File: src/rtl/step_sequencer.sv
// Purpose: frame-rate game controller that strobes the ball/paddle engine and sequences
//          reset, serve freeze, play, pause and game-over.
// Latency: every output is a register; a button pulse acts on the edge that samples it.
//          The step strobe is high on the cycle after the tick. No backpressure: the
//          engine must finish each update within STEP_PERIOD cycles.
//
// Ports:
//   clk        system clock
//   rst_n      synchronous reset, ACTIVE-HIGH (the name is kept for compatibility)
//   start_btn  one-cycle pulse: start a game, or restart from PAUSE/OVER
//   pause_btn  one-cycle pulse: toggle between PLAY and PAUSE
//   ai_enable  level: 1 = left paddles driven by AI
//   l_score    left score reported by the engine (9-bit unsigned)
//   r_score    right score reported by the engine (9-bit unsigned)
//   stclk      one-cycle step strobe to the engine
//   eng_rst    active-high synchronous reset to the engine
//   aim        AI select to the engine, only changed away from strobes
//   state      FSM state code (IDLE=0 ENG_RST=1 SERVE=2 PLAY=3 PAUSE=4 OVER=5)
//   winner     0 none, 1 left, 2 right, 3 both
//   frame_cnt  steps issued in the current game, wraps at 16 bits

module step_sequencer #(
  parameter int STEP_PERIOD = 1666667, // clk cycles per frame tick, must be >= 8
  parameter int SERVE_STEPS = 60,      // frame ticks of freeze before play resumes
  parameter int WIN_SCORE   = 11       // score that ends the game
) (
  input  logic        clk,
  input  logic        rst_n,
  input  logic        start_btn,
  input  logic        pause_btn,
  input  logic        ai_enable,
  input  logic [8:0]  l_score,
  input  logic [8:0]  r_score,
  output logic        stclk,
  output logic        eng_rst,
  output logic        aim,
  output logic [2:0]  state,
  output logic [1:0]  winner,
  output logic [15:0] frame_cnt
);

  localparam int TW = (STEP_PERIOD > 1) ? $clog2(STEP_PERIOD) : 1;
  localparam int SW = (SERVE_STEPS > 1) ? $clog2(SERVE_STEPS) : 1;

  localparam logic [TW-1:0] TICK_LAST  = TW'(STEP_PERIOD - 1);
  localparam logic [SW-1:0] SERVE_LAST = SW'(SERVE_STEPS - 1);
  localparam logic [8:0]    WIN        = 9'(WIN_SCORE);

  typedef enum logic [2:0] {
    S_IDLE    = 3'd0,
    S_ENG_RST = 3'd1,
    S_SERVE   = 3'd2,
    S_PLAY    = 3'd3,
    S_PAUSE   = 3'd4,
    S_OVER    = 3'd5
  } state_t;

  state_t         st;
  logic [TW-1:0]  tick_cnt;
  logic [SW-1:0]  serve_cnt;
  logic           rst_phase;   // 0 on the first engine-reset cycle, 1 on the second
  logic [8:0]     prev_l;
  logic [8:0]     prev_r;

  logic tick;
  logic stclk_nxt;
  logic score_chg;
  logic l_win;
  logic r_win;
  logic restart;

  always_comb begin
    tick      = (tick_cnt == TICK_LAST);
    // The strobe follows the tick by one cycle and is owned purely by PLAY, so
    // a tick on the cycle PLAY is left still produces its step.
    stclk_nxt = (st == S_PLAY) && tick;
    score_chg = (l_score != prev_l) || (r_score != prev_r);
    l_win     = (l_score >= WIN);
    r_win     = (r_score >= WIN);
    // start is only honoured where play is not running; it beats pause_btn.
    restart   = start_btn && ((st == S_IDLE) || (st == S_PAUSE) || (st == S_OVER));
  end

  assign state = st;

  always_ff @(posedge clk) begin
    if (rst_n) begin
      st        <= S_IDLE;
      tick_cnt  <= '0;
      serve_cnt <= '0;
      rst_phase <= 1'b0;
      prev_l    <= '0;
      prev_r    <= '0;
      stclk     <= 1'b0;
      eng_rst   <= 1'b1;
      aim       <= 1'b0;
      winner    <= 2'd0;
      frame_cnt <= '0;
    end else begin
      // Free-running frame timer; entering SERVE overrides this below so the
      // freeze always lasts a whole number of frames.
      tick_cnt <= tick ? '0 : tick_cnt + TW'(1);

      stclk <= stclk_nxt;
      if (stclk_nxt) begin
        frame_cnt <= frame_cnt + 16'd1;
      end

      // Only move aim when neither the current nor the next cycle carries a
      // strobe, so the engine never samples it mid-change.
      if (!stclk && !stclk_nxt) begin
        aim <= ai_enable;
      end

      if (restart) begin
        st        <= S_ENG_RST;
        rst_phase <= 1'b0;
        eng_rst   <= 1'b1;
        frame_cnt <= '0;
        winner    <= 2'd0;
        prev_l    <= '0;
        prev_r    <= '0;
      end else begin
        case (st)
          S_IDLE: begin
            eng_rst <= 1'b1;
          end

          S_ENG_RST: begin
            if (!rst_phase) begin
              rst_phase <= 1'b1;
            end else begin
              st        <= S_SERVE;
              eng_rst   <= 1'b0;
              tick_cnt  <= '0;
              serve_cnt <= '0;
            end
          end

          S_SERVE: begin
            if (tick) begin
              if (serve_cnt == SERVE_LAST) begin
                serve_cnt <= '0;
                st        <= S_PLAY;
              end else begin
                serve_cnt <= serve_cnt + SW'(1);
              end
            end
          end

          S_PLAY: begin
            // A point ends the rally before a pause request is considered.
            if (score_chg) begin
              prev_l <= l_score;
              prev_r <= r_score;
              if (l_win || r_win) begin
                winner <= {r_win, l_win};
                st     <= S_OVER;
              end else begin
                st        <= S_SERVE;
                tick_cnt  <= '0;
                serve_cnt <= '0;
              end
            end else if (pause_btn) begin
              st <= S_PAUSE;
            end
          end

          S_PAUSE: begin
            if (pause_btn) begin
              st <= S_PLAY;
            end
          end

          S_OVER: begin
            // Engine left out of reset so it keeps showing the final frame.
          end

          default: begin
            st      <= S_IDLE;
            eng_rst <= 1'b1;
          end
        endcase
      end
    end
  end

endmodule

File: config.mk
export PLATFORM = sky130hd
export DESIGN_NAME = step_sequencer
export DESIGN_NICKNAME = d
export VERILOG_FILES = /design/src/rtl/step_sequencer.sv
export SDC_FILE = /design/constraint.sdc
export NUM_CORES = 1
export LEC_CHECK = 0
export ABC_AREA = 1
export BUFFER_PORTS_ARGS = -buffer_cell sky130_fd_sc_hd__buf_2
export CORE_UTILIZATION = 59
export CTS_CLUSTER_SIZE = 12
export DETAILED_ROUTE_END_ITERATION = 6
export PLACE_DENSITY = 0.85
export SYNTH_ARGS = -nofsm -noshare
export SYNTH_HDL_FRONTEND = slang
export SYNTH_SLANG_ARGS = --single-unit
File: constraint.sdc
create_clock -name clk -period 1.9 [get_ports clk]
set_input_delay 0.475 -clock clk [delete_from_list [all_inputs] [get_ports clk]]
set_output_delay 0.475 -clock clk [all_outputs]
set_load 0.01 [all_outputs]
==> run_results.csv <==
group,metric,value,unit
route,antenna_violating_nets_left,0,
route,firstDrtPassIters,5,
route,wl_per_cell,12.9,um
timing,final_hold_violation_count,0,
die,floorplan.core_area,6490,um^2
power_and_ir_drop,ir_worst_vdd,0.000526,V
status,outcome,"finished, final reports clean",
cts,cts.sink_count,70,
worst_setup_path,crit_path_start_kind,"register",
cts,worst_skew_pair.late_latency,0.36,ns
power_and_ir_drop,clkPwrFrac,31.6,%
route,met1_length,3990,um
placed_design,hpwlAfterDp,7020,um
cts,cts_tree,"done",
yosys,synthesis.yosys.warnings,0,
global_routing,grt_usage,27.9,%
power_and_ir_drop,p_per_area,830,nW/um^2
global_routing,wire_length_of_the_first_global_routing_pass,16200,um
route,met3WireLength,469,um
hold_path,hold_class,"input port to register",
cells_and_area,finish.net_count,678,
global_routing,gr-total-overflow,0,
route,initialDrtViolationCount,225,
power_and_ir_drop,p_int,2.60,mW
power_and_ir_drop,netSwitchingFraction,34.6,%
global_routing,vias_in_the_first_global_route,3805,
route,finalWirelength,9490,um
cells_and_area,drive_gt1_share,23.6,%
yosys,synthDistinctLibCells,40,
timing,setup_total_negative_slack,0,ns
cts,number_of_hold_buffers_added_after_cts,0,
power_and_ir_drop,p_sw,1.38,mW
cts,number_of_clock_buffers_inserted_by_tritoncts,9,
power_and_ir_drop,leakage,2.02,nW
timing,setup_violations,0,
placed_design,buffer_ports.inserted,46,
yosys,synth.cell_area,4060,um^2
yosys,ys_seq_elements,70,
worst_setup_path,timing.setup.critical_path_class,"register to register",
die,ios,47,
route,vias_per_cell,5.38,
timing,drv_slew,0,
yosys,synthesis.area_per_instance,7.05,um^2
timing,post-route-min-period,1.76,ns
route,dr_wl_met2,4800,um
timing,worst_clock_skew,0.0108,ns
yosys,yosysSeqAreaShare,34.5,%
timing,max_freq,568,MHz
die,die_y,85.0,um
die,initial_utilization,62.5,%
yosys,synth.net_count,603,
global_routing,grt_start_max_net_pins,22,
cts,root_buffer,"sky130_fd_sc_hd__clkbuf_8",
die,die-width,85.0,um
die,die-area,7220,um^2
timing,grt_setup_unrepaired,"no",
cells_and_area,num_antenna_cells,0,
cts,path_clk_slew,0.08,ns
worst_setup_path,critPathCaptureType,"register",
power_and_ir_drop,flop_pwr_share,41.2,%
die,placement_rows,29,
placed_design,pre_cts_ws,0.0251,ns
worst_setup_path,cp_data_arrival_time,2.01,ns
worst_setup_path,cp.required,2.15,ns
cells_and_area,final_cell_count_no_fill,733,
cells_and_area,layout_area_overhead,18.3,%
cts,htreeDepth,3,
timing,final_critical_path_setup_slack,0.138,ns
timing,post-route-period-util,92.7,%
timing,worst-slew-pin-transition,0.511,ns
worst_setup_path,critical_path_peak_fanout,6,
flow_run,max-cap-violations,0,
yosys,synthCells,576,
route,vias,3947,
cts,cts.path.max_buffers,2,
placed_design,dp_cells,713,
worst_setup_path,rrSetupSlack,0.14,ns
placed_design,finalWeightedCongestion,0.984,
route,top_layer_used,"met4",
global_routing,initial_antenna_violation_count,0,
timing,relSlewSlack,65.7,%
route,drt_drc_violations_left,0,
power_and_ir_drop,comb_pwr_share,27.2,%
-- flip-flops by register name, summed over array words and instances (netlist names) --
name,count
prev_r,9
eng_rst,1
prev_l,9
tick_cnt,21
aim,1
state,3
winner,2
rst_phase,1
stclk,1
frame_cnt,16
serve_cnt,6
-- power groups by stage --
stage	clock, mW	sequential (mW)	combinational (mW)
final	1.26	1.64	1.08
after global routing	1.34	1.66	1.20
after CTS	1.28	1.64	1.06
after detailed placement	0	1.67	1.05
after global placement	0	1.67	1.03
after floorplan	0	1.67	0.795
-- synth_stat cells --
library cell / number / area [um^2]
sky130_fd_sc_hd__nand3_1: 31 / 155
sky130_fd_sc_hd__nor3_4: 1 / 16.3
sky130_fd_sc_hd__nor3_1: 15 / 75.1
sky130_fd_sc_hd__o21a_1: 2 / 15.0
sky130_fd_sc_hd__nand2b_1: 2 / 12.5
sky130_fd_sc_hd__o211ai_1: 1 / 7.51
sky130_fd_sc_hd__nor2_1: 85 / 319
sky130_fd_sc_hd__clkbuf_1: 2 / 7.51
sky130_fd_sc_hd__nor4_1: 5 / 31.3
sky130_fd_sc_hd__xor2_1: 22 / 193
sky130_fd_sc_hd__nand2_4: 4 / 45.0
sky130_fd_sc_hd__nor2_8: 2 / 40.0
sky130_fd_sc_hd__a211oi_1: 1 / 7.51
sky130_fd_sc_hd__o21ai_0: 25 / 125
sky130_fd_sc_hd__nor2_4: 12 / 135
sky130_fd_sc_hd__a21oi_1: 35 / 175
sky130_fd_sc_hd__buf_12: 1 / 20.0
sky130_fd_sc_hd__buf_4: 1 / 7.51
sky130_fd_sc_hd__nand3_4: 1 / 17.5
sky130_fd_sc_hd__nand4_1: 20 / 125
sky130_fd_sc_hd__o21ai_1: 2 / 10.0
sky130_fd_sc_hd__a21oi_4: 1 / 16.3
sky130_fd_sc_hd__nor2_2: 11 / 68.8
sky130_fd_sc_hd__nor3_2: 2 / 20.0
sky130_fd_sc_hd__a21boi_0: 1 / 7.51
sky130_fd_sc_hd__inv_1: 71 / 267
sky130_fd_sc_hd__nand2_1: 107 / 402
sky130_fd_sc_hd__dfxtp_1: 70 / 1400
sky130_fd_sc_hd__xnor2_1: 9 / 78.8
sky130_fd_sc_hd__or2_2: 1 / 6.26
sky130_fd_sc_hd__nand3b_4: 2 / 40.0
sky130_fd_sc_hd__nand3b_1: 2 / 15.0
sky130_fd_sc_hd__nand2_2: 5 / 31.3
sky130_fd_sc_hd__nand3_2: 2 / 20.0
sky130_fd_sc_hd__buf_2: 5 / 25.0
sky130_fd_sc_hd__inv_2: 9 / 33.8
sky130_fd_sc_hd__o31ai_1: 2 / 15.0
sky130_fd_sc_hd__and3_1: 1 / 6.26
sky130_fd_sc_hd__ha_1: 4 / 50.1
sky130_fd_sc_hd__xor2_2: 1 / 16.3
-- per-layer routing --
| layer | GRT usage (%) | up-vias |
|---|---|---|
| met5 | 0 | - |
| met4 | 12.5 | 0 |
| met3 | 4.96 | 18 |
| met2 | 49.5 | 120 |
| met1 | 32.7 | 1815 |
| li1 | - | 1994 |
-- kinds of logic (layout without fill, tap and decap cells) --
group	Yosys count	count (layout)	synth area share, %
buffers and inverters	89	169	8.88
adder cells (fa/ha/maj)	4	4	1.23
AND/OR/NAND/NOR	311	311	39.0
XOR/XNOR	32	32	7.09
AO/OA/AOI/OAI	70	70	9.34
flip-flops	70	70	34.5
-- what timing repair did --
action                                  CTS  global route
endpoints found under the setup margin    0            24
resized for setup                         0            13
setup buffers                             0             4
-- layout make-up --
type                            count  area, um^2
Clock buffer                       10         138
Multi-Input combinational cell    417        2330
Sequential cell                    70        1410
Tap cell                           77        96.3
Fill cell                         500        1690
Clock inverter                      6        68.8
Inverter                           80         304
Timing Repair Buffer               73         458
-- final timing paths --
path	depth (start not counted)	from	endpoint
setup / recovery	10	tick_cnt[0]	frame_cnt[10]
hold / removal	3	ai_enable	aim
setup reg to reg	10	tick_cnt[0]	frame_cnt[10]
hold reg to reg	1	tick_cnt[0]	tick_cnt[0]
-- per-stage QoR --
stage                     hold WS [ns]  cell area [um^2]  utilization (%)  total power, mW
after floorplan                  0.417              4060                -             2.46
after global placement           0.430              4510             69.5             2.70
after detailed placement         0.441              4510             69.5             2.73
after CTS                        0.370              4720             72.6             3.98
after global routing             0.382              4800             74.0             4.20
final                            0.380              4800             74.0             3.99
-- worst max-delay path, stage by stage, from the launching register on --
cell and delay (ns):
sky130_fd_sc_hd__dfxtp_1 0.33, sky130_fd_sc_hd__inv_1 0.09, sky130_fd_sc_hd__ha_1 0.18, sky130_fd_sc_hd__nand4_1 0.13
sky130_fd_sc_hd__inv_1 0.13, sky130_fd_sc_hd__nand3b_4 0.15, sky130_fd_sc_hd__nor2_8 0.19, sky130_fd_sc_hd__nand2_2 0.13
sky130_fd_sc_hd__nor2_4 0.14, sky130_fd_sc_hd__and3_1 0.15, sky130_fd_sc_hd__nor2_1 0.04
-- cells in the final DEF (no fill, tap or decap), drive strengths merged --
| master | Yosys | routed |
|---|---|---|
| a21boi | 1 | 1 |
| o211ai | 1 | 1 |
| and3 | 1 | 1 |
| clkbuf | 2 | 10 |
| nand2 | 116 | 116 |
| o21ai | 27 | 27 |
| clkinv | 0 | 2 |
| nand4 | 20 | 20 |
| nor4 | 5 | 5 |
| or2 | 1 | 1 |
| nor2 | 110 | 110 |
| bufinv | 0 | 1 |
| nand3 | 34 | 34 |
| xnor2 | 9 | 9 |
| a211oi | 1 | 1 |
| dfxtp | 70 | 70 |
| o31ai | 2 | 2 |
| nand3b | 4 | 4 |
| o21a | 2 | 2 |
| ha | 4 | 4 |
| buf | 7 | 73 |
| nand2b | 2 | 2 |
| xor2 | 23 | 23 |
| nor3 | 18 | 18 |
| clkinvlp | 0 | 2 |
| inv | 80 | 81 |
| a21oi | 36 | 36 |
Note: power is estimated with default switching activity, not from simulation.
